$ cat src/rtl/vga_rx_pkg.sv
`default_nettype none
//==============================================================================
// Module : vga_rx_pkg
// Shared register map, STATUS bit indices, FSM states and CRC constants
// for vga_rx_monitor.
// Rev    : 1.0  initial release
//==============================================================================
package vga_rx_pkg;

    localparam logic [2:0] C_ADDR_STATUS      = 3'd0;
    localparam logic [2:0] C_ADDR_LINE_PIXELS = 3'd1;
    localparam logic [2:0] C_ADDR_FRAME_LINES = 3'd2;
    localparam logic [2:0] C_ADDR_HS_PERIOD   = 3'd3;
    localparam logic [2:0] C_ADDR_FRAME_COUNT = 3'd4;
    localparam logic [2:0] C_ADDR_CRC         = 3'd5;

    localparam int C_STAT_LOCKED   = 0;
    localparam int C_STAT_ERROR    = 1;
    localparam int C_STAT_DONE     = 2;
    localparam int C_STAT_IN_FRAME = 3;

    typedef enum logic [0:0] {
        ST_WAIT_VS  = 1'b0,
        ST_IN_FRAME = 1'b1
    } state_t;

    localparam logic [15:0] C_CRC_POLY = 16'h1021;
    localparam logic [15:0] C_CRC_SEED = 16'hFFFF;

    function automatic logic [15:0] sat_inc16(input logic [15:0] v);
        return (v == 16'hFFFF) ? v : v + 16'd1;
    endfunction

endpackage
`default_nettype wire

$ cat src/rtl/vga_rx_crc16.sv
`default_nettype none
//==============================================================================
// Module : vga_rx_crc16
// One pixel (r,g,b bytes, MSB first) of CRC-16-CCITT per call, combinational.
// Rev    : 1.0  initial release
//==============================================================================
module vga_rx_crc16
    import vga_rx_pkg::*;
(
    input  logic [15:0] i_crc,
    input  logic [23:0] i_data,
    output logic [15:0] o_crc
);

    logic [15:0] w_c;

    always_comb begin
        w_c = i_crc;
        for (int i = 23; i >= 0; i--) begin
            w_c = {w_c[14:0], 1'b0} ^ ((w_c[15] ^ i_data[i]) ? C_CRC_POLY : 16'h0000);
        end
        o_crc = w_c;
    end

endmodule
`default_nettype wire

$ cat src/rtl/vga_rx_monitor.sv
`default_nettype none
//==============================================================================
// Module : vga_rx_monitor
// Measures incoming VGA raster timing and exposes it over Avalon-MM.
// Optional frame CRC enabled by defining VGA_RX_CRC_EN.
// Rev    : 1.0  initial release
//==============================================================================
module vga_rx_monitor
    import vga_rx_pkg::*;
#(
    parameter int H_ACTIVE = 640,
    parameter int V_ACTIVE = 480
) (
    input  logic        clk,
    input  logic        reset_n,
    input  logic        vga_hs,
    input  logic        vga_vs,
    input  logic        vga_blank,
    input  logic [7:0]  vga_r,
    input  logic [7:0]  vga_g,
    input  logic [7:0]  vga_b,
    input  logic [2:0]  avs_address,
    input  logic        avs_read,
    input  logic        avs_write,
    input  logic [31:0] avs_writedata,
    output logic [31:0] avs_readdata,
    output logic        frame_irq
);

    logic        r_hs, r_vs, r_blank, r_hs_d, r_vs_d;
    logic [7:0]  r_r, r_g, r_b;
    state_t      r_state, w_state_next;
    logic        w_latch;
    logic [15:0] r_pix_cnt, r_last_width, r_line_cnt, r_hs_clk, r_hs_period;
    logic [15:0] r_line_pixels, r_frame_lines, r_hs_period_lat;
    logic [31:0] r_frame_count, r_rdata, w_rd_data, w_status;
    logic        r_locked, r_error, r_done, r_irq;
    logic [15:0] w_pix_next, w_width_cur, w_lines_cur, w_period_cur, w_crc_rd;
    logic        w_hs_fall, w_vs_fall, w_line_close, w_match, w_clr_wr;
    logic        w_unused_wdata;

    always_ff @(posedge clk or negedge reset_n) begin
        if (!reset_n) begin
            {r_hs, r_vs, r_blank, r_hs_d, r_vs_d} <= '0;
            {r_r, r_g, r_b}                        <= '0;
        end else begin
            r_hs    <= vga_hs;
            r_vs    <= vga_vs;
            r_blank <= vga_blank;
            r_hs_d  <= r_hs;
            r_vs_d  <= r_vs;
            r_r     <= vga_r;
            r_g     <= vga_g;
            r_b     <= vga_b;
        end
    end

    assign w_hs_fall = r_hs_d & ~r_hs;
    assign w_vs_fall = r_vs_d & ~r_vs;

    always_ff @(posedge clk or negedge reset_n) begin
        if (!reset_n) r_state <= ST_WAIT_VS;
        else          r_state <= w_state_next;
    end

    always_comb begin
        w_state_next = r_state;
        w_latch      = 1'b0;
        case (r_state)
            ST_WAIT_VS:  if (w_vs_fall) w_state_next = ST_IN_FRAME;
            ST_IN_FRAME: w_latch = w_vs_fall;
        endcase
    end

    // "_cur" values fold in a line closing this cycle, so a coincident hs/vs
    // fall closes the line before the frame is latched.
    assign w_pix_next   = r_blank ? sat_inc16(r_pix_cnt) : r_pix_cnt;
    assign w_line_close = w_hs_fall && (w_pix_next != 16'd0);
    assign w_width_cur  = w_line_close ? w_pix_next : r_last_width;
    assign w_lines_cur  = w_line_close ? sat_inc16(r_line_cnt) : r_line_cnt;
    assign w_period_cur = w_hs_fall ? sat_inc16(r_hs_clk) : r_hs_period;
    assign w_match      = (w_width_cur == 16'(H_ACTIVE)) && (w_lines_cur == 16'(V_ACTIVE));
    assign w_clr_wr     = avs_write && (avs_address == C_ADDR_STATUS);

    always_ff @(posedge clk or negedge reset_n) begin
        if (!reset_n) begin
            r_pix_cnt       <= '0;
            r_last_width    <= '0;
            r_line_cnt      <= '0;
            r_hs_clk        <= '0;
            r_hs_period     <= '0;
            r_line_pixels   <= '0;
            r_frame_lines   <= '0;
            r_hs_period_lat <= '0;
            r_frame_count   <= '0;
            r_locked        <= 1'b0;
            r_error         <= 1'b0;
            r_done          <= 1'b0;
            r_irq           <= 1'b0;
        end else begin
            r_pix_cnt   <= w_hs_fall ? 16'd0 : w_pix_next;
            r_hs_clk    <= w_hs_fall ? 16'd0 : sat_inc16(r_hs_clk);
            r_hs_period <= w_period_cur;
            if (w_vs_fall) begin
                r_last_width <= '0;
                r_line_cnt   <= '0;
            end else begin
                r_last_width <= w_width_cur;
                r_line_cnt   <= w_lines_cur;
            end
            r_irq <= w_latch;
            if (w_latch) begin
                r_line_pixels   <= w_width_cur;
                r_frame_lines   <= w_lines_cur;
                r_hs_period_lat <= w_period_cur;
                r_frame_count   <= r_frame_count + 32'd1;
                r_locked        <= w_match;
            end
            // A set in the same cycle as a software clear takes priority.
            if (w_latch && !w_match)                    r_error <= 1'b1;
            else if (w_clr_wr && avs_writedata[1])      r_error <= 1'b0;
            if (w_latch)                                r_done  <= 1'b1;
            else if (w_clr_wr && avs_writedata[2])      r_done  <= 1'b0;
        end
    end

`ifdef VGA_RX_CRC_EN
    logic [15:0] r_crc, r_crc_lat, w_crc_step, w_crc_cur;

    vga_rx_crc16 u_crc16 (
        .i_crc  (r_crc),
        .i_data ({r_r, r_g, r_b}),
        .o_crc  (w_crc_step)
    );

    assign w_crc_cur = r_blank ? w_crc_step : r_crc;

    always_ff @(posedge clk or negedge reset_n) begin
        if (!reset_n) begin
            r_crc     <= C_CRC_SEED;
            r_crc_lat <= '0;
        end else begin
            r_crc <= w_vs_fall ? C_CRC_SEED : w_crc_cur;
            if (w_latch) r_crc_lat <= w_crc_cur;
        end
    end

    assign w_crc_rd = r_crc_lat;
`else
    logic w_unused_rgb;
    assign w_unused_rgb = ^{r_r, r_g, r_b};
    assign w_crc_rd     = '0;
`endif

    assign w_unused_wdata = ^{avs_writedata[31:3], avs_writedata[0]};

    always_comb begin
        w_status                  = '0;
        w_status[C_STAT_LOCKED]   = r_locked;
        w_status[C_STAT_ERROR]    = r_error;
        w_status[C_STAT_DONE]     = r_done;
        w_status[C_STAT_IN_FRAME] = (r_state == ST_IN_FRAME);
        w_rd_data = '0;
        case (avs_address)
            C_ADDR_STATUS:      w_rd_data = w_status;
            C_ADDR_LINE_PIXELS: w_rd_data = {16'd0, r_line_pixels};
            C_ADDR_FRAME_LINES: w_rd_data = {16'd0, r_frame_lines};
            C_ADDR_HS_PERIOD:   w_rd_data = {16'd0, r_hs_period_lat};
            C_ADDR_FRAME_COUNT: w_rd_data = r_frame_count;
            C_ADDR_CRC:         w_rd_data = {16'd0, w_crc_rd};
            default:            w_rd_data = '0;
        endcase
    end

    always_ff @(posedge clk or negedge reset_n) begin
        if (!reset_n)      r_rdata <= '0;
        else if (avs_read) r_rdata <= w_rd_data;
    end

    assign avs_readdata = r_rdata;
    assign frame_irq    = r_irq;

endmodule
`default_nettype wire

$ cat config.mk
export PLATFORM = sky130hd
export DESIGN_NAME = vga_rx_monitor
export DESIGN_NICKNAME = d
export VERILOG_FILES = /design/src/rtl/vga_rx_pkg.sv /design/src/rtl/vga_rx_crc16.sv /design/src/rtl/vga_rx_monitor.sv
export SDC_FILE = /design/constraint.sdc
export NUM_CORES = 1
export LEC_CHECK = 0
export ABC_AREA = 1
export BUFFER_PORTS_ARGS = -buffer_cell sky130_fd_sc_hd__clkbuf_2
export CORE_MARGIN = 2
export CORE_UTILIZATION = 45
export DETAILED_ROUTE_END_ITERATION = 10
export PLACE_DENSITY = 0.67
export SYNTH_ARGS = -nofsm -noshare
export SYNTH_HDL_FRONTEND = slang
export SYNTH_HIERARCHICAL = 1
export SYNTH_SLANG_ARGS = --single-unit
$ cat constraint.sdc
create_clock -name clk -period 5.1 [get_ports clk]
set_input_delay 1.02 -clock clk [delete_from_list [all_inputs] [get_ports clk]]
set_output_delay 1.02 -clock clk [all_outputs]
set_load 0.03 [all_outputs]
# Yosys cells after proc, flatten, opt, wreduce, memory -nomap -nowiden
# Cells that the tools add are included.
dict set report totals {
  input_bits 66
  reg_bits 202
  wordCells 67
}
dict set report op_classes {
  reduce_logical 11
  n_bitwise 4
  n_addsub 4
  n_mux 19
  n_eq_ne 9
}
# operator count
set ops {}
lappend ops {{$mux W16} 11}
lappend ops {{$pmux W32 S5} 1}
lappend ops {{$add A16 B1 Y16 const B} 3}
lappend ops {{$eq A16 B16 Y1 const B} 3}
lappend ops {{$add A32 B1 Y32 const B} 1}
lappend ops {{$eq A16 B10 Y1 const B} 1}
lappend ops {{$eq A16 B9 Y1 const B} 1}
lappend ops {{$reduce_bool A16 Y1} 1}
lappend ops {{$mux W1} 7}
lappend ops {{$eq A3 B2 Y1 const B} 2}
lappend ops {{$logic_and A1 B1 Y1} 6}
lappend ops {{$reduce_bool A2 Y1} 2}
lappend ops {{$eq A3 B1 Y1 const B} 1}
lappend ops {{$eq A3 B3 Y1 const B} 1}
lappend ops {{$logic_not A3 Y1} 1}
lappend ops {{$and A1 B1 Y1} 2}
lappend ops {{$not A1 Y1} 2}
lappend ops {{$logic_not A1 Y1} 1}

# Depth between registers and ports, before layout
# Gate-level depths: netlist of the first run.
dict set report depth {
  ltp_word 11
  ltp_mapped 25
  ltp_nobuf 24
}

# Least setup slack after synthesis of the first run
# OpenSTA, ideal clock, no wires.
dict set report synth_path {
  path_type {flip-flop to flip-flop}
  from {reg r_pix_cnt[0]}
  to {reg r_error}
  setup_ps 116
  path_stages_with_launch 23
  slack_ps 2570
  t_arrival_ps 2413
  required_ps 4984
  path_cell_list {dfrtp_1 > ha_1 > nand3_2 > inv_2 > nand4_1 > clkinv_1 > nand2_1 > nand3_1 > nor2_1 > nand2_1 > nor2_4 > nand2_4 > nand2_8 > buf_12 > nand2_2 > o21ai_2 > nand2_1 > nor2_1 > nand2_1 > nor2_1 > nand2_1 > nand2_1 > nand2_1}
}
dict set report synth_via {
  elab_chain_cells 11
  word_cells_on_any_way 15
  classes_between {add/sub (1); eq/ne (3); mux (5); reduce/logical (6)}
}
# element line
set synth_lines {}
lappend synth_lines {{start, declared} vga_rx_monitor.sv:34} ;# logic [15:0] r_pix_cnt, r_last_width, r_line_cnt, r_hs_clk, r_hs_period;
lappend synth_lines {{start signal, assigned} vga_rx_monitor.sv:101} ;# r_pix_cnt <= w_hs_fall ? 16'd0 : w_pix_next;
lappend synth_lines {{$add A16 B1 Y16 / $eq A16 B16 Y1 (equally long branches)} vga_rx_pkg.sv:31} ;# return (v == 16'hFFFF) ? v : v + 16'd1;
lappend synth_lines {{$mux W16} vga_rx_pkg.sv:31}
lappend synth_lines {{$mux W16 *} vga_rx_monitor.sv:77} ;# assign w_pix_next = r_blank ? sat_inc16(r_pix_cnt) : r_pix_cnt;
lappend synth_lines {{$reduce_bool A16 Y1} vga_rx_monitor.sv:78} ;# assign w_line_close = w_hs_fall && (w_pix_next != 16'd0);
lappend synth_lines {{$logic_and A1 B1 Y1} vga_rx_monitor.sv:78}
lappend synth_lines {{$mux W16, on equally long branches} {vga_rx_monitor.sv:79, vga_rx_monitor.sv:80}}
lappend synth_lines {{$eq A16 B10 Y1 / $eq A16 B9 Y1 (equally long branches)} vga_rx_monitor.sv:82} ;# assign w_match = (w_width_cur == 16'(H_ACTIVE)) && (w_lines_cur == 16'(V_ACTIVE));
lappend synth_lines {{$logic_and A1 B1 Y1 *} vga_rx_monitor.sv:82}
lappend synth_lines {{$logic_not A1 Y1 *} vga_rx_monitor.sv:120} ;# if (w_latch && !w_match) r_error <= 1'b1;
lappend synth_lines {{$logic_and A1 B1 Y1 *} vga_rx_monitor.sv:120}
lappend synth_lines {{$mux W1 / $reduce_bool A2 Y1 (equally long branches)} --}
lappend synth_lines {{end signal, assigned} vga_rx_monitor.sv:97} ;# r_error <= 1'b0;
lappend synth_lines {{end signal, assigned} vga_rx_monitor.sv:120}
lappend synth_lines {{end signal, assigned} vga_rx_monitor.sv:121} ;# else if (w_clr_wr && avs_writedata[1]) r_error <= 1'b0;
lappend synth_lines {{end, declared} vga_rx_monitor.sv:37} ;# logic r_locked, r_error, r_done, r_irq;
# Every way passes the cells marked *; elsewhere a longest branch is shown, timed or not.
# A chain may end at the register's enable or synchronous reset.

# Worst setup path in the final report of the first run
dict set report layout_path {
  from {reg r_hs}
  to {reg r_error}
}
dict set report layout_via {
  elab_chain_cells 9
  word_cells_on_any_way 12
  classes_between {eq/ne (2); mux (3); bitwise (2); reduce/logical (5)}
}
# element line
set layout_lines {}
lappend layout_lines {{start, declared} vga_rx_monitor.sv:30} ;# logic r_hs, r_vs, r_blank, r_hs_d, r_vs_d;
lappend layout_lines {{start signal, assigned} vga_rx_monitor.sv:47} ;# r_hs <= vga_hs;
lappend layout_lines {{$not A1 Y1 *} vga_rx_monitor.sv:58} ;# assign w_hs_fall = r_hs_d & ~r_hs;
lappend layout_lines {{$and A1 B1 Y1 *} vga_rx_monitor.sv:58}
lappend layout_lines {{$logic_and A1 B1 Y1 *} vga_rx_monitor.sv:78}
lappend layout_lines {{$mux W16, on equally long branches} {vga_rx_monitor.sv:79, vga_rx_monitor.sv:80}}
lappend layout_lines {{$eq A16 B10 Y1 / $eq A16 B9 Y1 (equally long branches)} vga_rx_monitor.sv:82}
lappend layout_lines {{$logic_and A1 B1 Y1 *} vga_rx_monitor.sv:82}
lappend layout_lines {{$logic_not A1 Y1 *} vga_rx_monitor.sv:120}
lappend layout_lines {{$logic_and A1 B1 Y1 *} vga_rx_monitor.sv:120}
lappend layout_lines {{$mux W1 / $reduce_bool A2 Y1 (equally long branches)} --}
# Marks and branches as above.

==> impl_metrics.env, run 1 <==
export IMPL_cts_buffer_depth=3
export IMPL_rsz0062_at_grt="no"
export IMPL_diodes=0
export IMPL_finalSetupViolations=0
export IMPL_seq_area_frac_synth_pct=51.3
export IMPL_p_per_area_nw_per_um2=364
export IMPL_finalHoldViolations=0
export IMPL_worstPathRequired_ns=5.49
export IMPL_rows=54
export IMPL_min_period_ns=3.59
export IMPL_pre_cts_ws_ns=1.50
export IMPL_multi_input_area_um2=4070
export IMPL_start_kind="flop"
export IMPL_antenna_found_initial=0
export IMPL_num_vias=7621
export IMPL_syn_avg_cell_area_um2=8.30
export IMPL_cts_tree="built"
export IMPL_post_route_util_pct=51.1
export IMPL_initial_core_util_pct=45.4
export IMPL_post_cts_buffers=0
export IMPL_nets=1297
export IMPL_htreeDepth=1
export IMPL_startpoint="r_hs$_DFF_PN0_"
export IMPL_path_max_fanout=43
export IMPL_hold_start="r_hs$_DFF_PN0_"
export IMPL_synthFlopType="dfrtp_1"
export IMPL_cts_buffers=23
export IMPL_synth_seq_cells=202
export IMPL_grt_overflow=0
export IMPL_clkSinkCount=202
export IMPL_vdd_ir_drop_max_mv=0.308
export IMPL_finalNonFillerCells=1522
export IMPL_finalMaxSlewViolations=0
export IMPL_synth_edf_count=0
export IMPL_syn2layout_area_growth_pct=12.4
export IMPL_yosys_cell_types_count=43
export IMPL_die_area_um2=23100
export IMPL_fillCellCount=2023
export IMPL_netlist_area_leader_share_pct=51.3
export IMPL_synth_area_leaders="dfrtp_1, nand2_1, inv_1"
export IMPL_drive_gt1_share_pct=13.8
export IMPL_crit_arrival_ns=3.98
export IMPL_tns_ns=0
export IMPL_ys_warn_count=6
export IMPL_grt_pass1_vias=7302
export IMPL_post_cts_resized=0
export IMPL_synth_cell_area_um2=9860
export IMPL_postCtsHoldBufs=0
export IMPL_routed_via_density=5.01
export IMPL_dp_cells=1482
export IMPL_grtUsageTotal_pct=18.6
export IMPL_drtIter0Drc=390
export IMPL_clkLatencyLatePin_ns=0.50
export IMPL_port_buffers=44
export IMPL_worstHoldPathType="flop to flop"
export IMPL_end_kind="flop"
export IMPL_synth_largest_area_cell="dfrtp_1"
export IMPL_grt_pass1_wl_um=36200
export IMPL_ios=99
export IMPL_gp_congestion=0.836
export IMPL_postSynthCellCount=1187
export IMPL_worst_hold_slack_ns=0.374
export IMPL_cap_violations=0
export IMPL_p_leak_nw=5.56
export IMPL_r2r_start="r_hs$_DFF_PN0_"
export IMPL_outcome="finished clean"
export IMPL_firstDrtPassIters=5
export IMPL_drt_total_wl_um=21400
export IMPL_seq_area_um2=5050
export IMPL_finalClockSkew_ns=0.0112
export IMPL_fmax_ghz=0.278
export IMPL_setup_slack_ns=1.51
export IMPL_ys_async_sr_fraction_pct=100
export IMPL_tightest_slew_ns=0.944
export IMPL_worstSetupPathType="flop to flop"
export IMPL_die_h_um=152
export IMPL_clock_root_buffer="clkbuf_16"
export IMPL_grt_max_degree=105
export IMPL_antenna_left=0
export IMPL_slew_headroom_pct=37.1
export IMPL_hpwl_um=14700
export IMPL_syn_num_nets=1257
export IMPL_chipWidth_um=152
export IMPL_clk_pin_slew_ns=0.06
export IMPL_fin_crit_sh_pct=70.5
export IMPL_wire_per_inst_um=14.1
export IMPL_coreArea_um2=21700
export IMPL_drc=0
## path summary, 6_finish.rpt
path / to / slack (ns) / depth (start not counted)
max reg2reg: r_error$_DFFE_PN0P_ / 1.51 / 13
min in group asynchronous: r_hs_clk[14]$_DFF_PN0_ / 0.61 / 1
min: r_hs_d$_DFF_PN0_ / 0.37 / 0
max in group asynchronous: r_pix_cnt[0]$_DFF_PN0_ / 3.47 / 2
max: r_error$_DFFE_PN0P_ / 1.51 / 13
min reg2reg: r_hs_d$_DFF_PN0_ / 0.37 / 0
## critical path: stages (launching register included)
cell and delay, ns:
dfrtp_1 0.34, inv_1 0.04, nand2_1 0.63, clkinv_1 0.93, nand2_8 0.59, nand2_1 0.13, o21ai_2 0.11, nand2_1 0.08
nor2_1 0.09, nand2_1 0.09, nor2_1 0.22, nand2_1 0.09, nand2_1 0.07, nand2_1 0.06
## cells in the mapped netlist, types with 12 or more instances
cell type  instances
nor3_1            12
nand2_1          336
nand3_1           81
nor2_1           113
a21oi_1           20
o21ai_0           80
inv_1            125
mux2_2            14
xor2_1            30
inv_2             13
xnor2_1           14
nand4_1           21
dfrtp_1          202
clkbuf_1          28
## sequential cells by signal, indices dropped and copies added, names as in the netlist
signal	cells
r_locked	1
r_vs	1
r_state	1
r_done	1
r_line_pixels	16
r_frame_count	32
r_hs_period	16
r_hs_period_lat	16
r_frame_lines	16
r_hs	1
r_hs_clk	16
r_line_cnt	16
r_hs_d	1
r_error	1
frame_irq	1
avs_readdata	32
r_last_width	16
r_vs_d	1
r_blank	1
r_pix_cnt	16
## power breakdown
group,internal [mW],switching [mW]
combinational,0.165,0.350
clock,1.01,0.639
sequential,1.76,0.101
## metrics by stage
step           total power [mW]  cell area (um2)
2_1_floorplan              2.25             9860
3_3_place_gp               2.39            10300
3_5_place_dp               2.40            10300
4_1_cts                    4.07            11100
5_1_grt                    4.22            11100
6_report                   4.03            11100
## layout make-up
type | count | share of cell area (%)
clock buffers | 32 | 6.04
multi-input cells | 805 | 36.7
well taps | 280 | 3.16
inverters | 140 | 4.74
flip-flops and latches | 202 | 45.6
repair buffers | 55 | 2.81
clock inverters | 8 | 0.847
## cells in the final DEF, fill, tap and decap left out, types with 3 or more instances in the layout
cell type,synthesis,layout
nor2_4,5,5
nand2_1,336,336
a22oi_1,3,3
nand2_2,11,11
clkinv_1,2,3
nor2_1,113,113
nor3_1,12,12
or2_2,3,3
o21ai_0,80,80
nand3_1,81,81
buf_4,0,11
nor3_2,5,5
clkbuf_1,28,3
nand3_2,3,3
inv_1,125,124
clkbuf_16,0,23
xnor2_1,14,14
clkbuf_2,0,43
ha_1,4,4
inv_2,13,13
dfrtp_1,202,202
nand4_1,21,21
clkinv_2,0,5
nor2_2,7,7
xor2_1,30,30
o21ai_1,6,6
o2111ai_1,6,6
clkbuf_8,0,7
mux2_2,14,14
o21ai_2,11,11
nand3b_1,4,4
a21oi_1,20,20
## kinds of logic after synthesis
kind of cell / share of synthesized area [%]
simple gates: 27.7
flops: 51.3
buf+inv: 7.43
compound gates: 7.49
xor+xnor: 3.91
mux: 1.70
fa+ha+maj: 0.508
## per-layer routing
metal	wire, um	track usage, %	vias up
met5	0	0	-
met4	410	4.36	0
li1	-	-	3854
met1	10600	27.4	3614
met3	754	2.65	27
met2	9610	29.4	126
(Power assumes the default switching activity.)
==> run 2, diff against run 1 <==
==> constraint.sdc (replaced) <==
create_clock -name clk -period 3.75 [get_ports clk]
set_input_delay 0.75 -clock clk [delete_from_list [all_inputs] [get_ports clk]]
set_output_delay 0.75 -clock clk [all_outputs]
set_load 0.03 [all_outputs]
==> impl_metrics.env, run 2 (synthesis gave the netlist of run 1 again) <==
export IMPL_outcome="finished clean"
export IMPL_layout_common_cells="nand2_1, dfrtp_1, inv_1"
export IMPL_grt_pass1_wl_um=36900
export IMPL_path_max_fanout=43
export IMPL_layout_commonest_cell="nand2_1"
export IMPL_worstPathRequired_ns=4.15
export IMPL_firstDrtPassIters=5
export IMPL_fmax_ghz=0.315
export IMPL_routed_via_density=4.98
export IMPL_r2r_start="r_pix_cnt[0]$_DFF_PN0_"
export IMPL_critPathTopFamily="simple AND/OR/NAND/NOR gates"
export IMPL_initial_core_util_pct=45.4
export IMPL_htreeDepth=1
export IMPL_cts_buffers=23
export IMPL_port_buffers=44
export IMPL_worst_path_most_repeated_cell="nand2_1"
export IMPL_power_switching_mw=1.52
export IMPL_drt_total_wl_um=21500
export IMPL_regToRegSetupSlack_ns=0.58
export IMPL_cap_violations=0
export IMPL_drc=0
export IMPL_clk_pin_slew_ns=0.06
export IMPL_start_kind="flop"
export IMPL_worstHoldPathType="input port to asynchronous set/reset pin"
export IMPL_tightest_slew_ns=0.960
export IMPL_cp_slowest_cell="dfrtp_1"
export IMPL_cts_buffer_depth=3
export IMPL_postCtsHoldBufs=0
export IMPL_drive_gt1_share_pct=14.0
export IMPL_end_kind="flop"
export IMPL_fillCellCount=2070
export IMPL_antenna_left=0
export IMPL_grtUsageTotal_pct=18.9
export IMPL_finalSetupViolations=0
export IMPL_clkSinkCount=202
export IMPL_die_h_um=152
export IMPL_sw_frac_of_total_pct=27.7
export IMPL_chipWidth_um=152
export IMPL_slew_headroom_pct=36.0
export IMPL_startpoint="r_pix_cnt[0]$_DFF_PN0_"
export IMPL_clkLatencyLatePin_ns=0.51
export IMPL_finalMaxSlewViolations=0
export IMPL_nets=1300
export IMPL_wire_per_inst_um=14.1
export IMPL_slowest_delay_ns=0.40
export IMPL_diodes=0
export IMPL_hpwl_um=14800
export IMPL_num_vias=7607
export IMPL_p_comb_share_pct=13.2
export IMPL_multi_input_area_um2=4070
export IMPL_cts_tree="built"
export IMPL_die_area_um2=23100
export IMPL_critPathBufInv=2
export IMPL_path_cells="ha_1 -> nand3_2 -> inv_2 -> nand4_1 -> clkinv_1 -> nand2_1 -> nand3_1 -> nor2_1 -> nand2_1 -> nor2_4 -> nand2_4 -> nand2_8 -> nand2_1 -> o21ai_2 -> nand2_1 -> nor2_1 -> nand2_1 -> nor2_1 -> nand2_1 -> nand2_1 -> nand2_1"
export IMPL_post_route_util_pct=51.2
export IMPL_finalHoldViolations=0
export IMPL_grt_pass1_vias=7430
export IMPL_rows=54
export IMPL_p_leak_nw=5.57
export IMPL_syn2layout_area_growth_pct=12.7
export IMPL_min_period_ns=3.17
export IMPL_tns_ns=0
export IMPL_clock_root_buffer="clkbuf_16"
export IMPL_ios=99
export IMPL_grt_max_degree=82
export IMPL_grt_overflow=0
export IMPL_fin_crit_sh_pct=84.6
export IMPL_worstSetupPathType="flop to flop"
export IMPL_antenna_found_initial=0
export IMPL_finalClockSkew_ns=0.0156
export IMPL_post_cts_buffers=0
export IMPL_vdd_ir_drop_max_mv=0.354
export IMPL_p_per_area_nw_per_um2=493
export IMPL_seqPwrFrac_pct=46.1
export IMPL_crit_arrival_ns=3.57
export IMPL_seq_area_um2=5050
export IMPL_power_frac_clock_pct=40.7
export IMPL_drtIter0Drc=433
export IMPL_rsz0062_at_grt="no"
export IMPL_post_cts_resized=0
export IMPL_intPower_mw=3.97
export IMPL_coreArea_um2=21700
export IMPL_gp_congestion=0.860
run 2: worst paths after layout:
| check | end | cells past startpoint |
|---|---|---|
| setup / recovery | r_error$_DFFE_PN0P_ | 21 |
| max in group asynchronous | avs_readdata[14]$_DFFE_PN0P_ | 2 |
| setup reg to reg | r_error$_DFFE_PN0P_ | 21 |
| min in group clk | r_blank$_DFF_PN0_ | 1 |
| hold reg to reg | r_hs_d$_DFF_PN0_ | 0 |
| hold / removal | r_hs_clk[14]$_DFF_PN0_ | 1 |
run 2: layer usage:
metal	GRT usage (%)	vias to the layer above	routed length, um
li1	-	3852	-
met1	27.2	3608	10500
met2	30.5	109	9800
met3	2.62	38	700
met4	4.63	0	499
met5	0	-	0
run 2: cell type report:
class / count / area share [%]
repair buffers: 58 / 3.12
inverters: 140 / 4.73
well taps: 280 / 3.15
clock buffers: 35 / 6.21
flip-flops and latches: 202 / 45.5
clock inverters: 7 / 0.676
multi-input cells: 805 / 36.6
run 2: power by group through the flow:
stage	Sequential [mW]	Clock [mW]	Combinational, mW
after floorplan	2.56	0	0.496
after detailed placement	2.56	0	0.723
after CTS	2.53	2.27	0.731
after global routing	2.55	2.36	0.832
after global placement	2.55	0	0.702
final	2.53	2.23	0.721
run 2: through the flow:
stage / power [mW] / cell area [um2] / std cells / hold WS [ns] / setup slack [ns]
floorplan: 3.05 / 9860 / 1187 / 0.354 / 1.22
global placement: 3.26 / 10300 / 1485 / 0.361 / 0.631
detailed placement: 3.28 / 10300 / 1485 / 0.362 / 0.600
CTS: 5.53 / 11100 / 1527 / 0.254 / 0.561
global route: 5.75 / 11100 / 1527 / 0.273 / 0.268
finish: 5.48 / 11100 / 1527 / 0.231 / 0.577
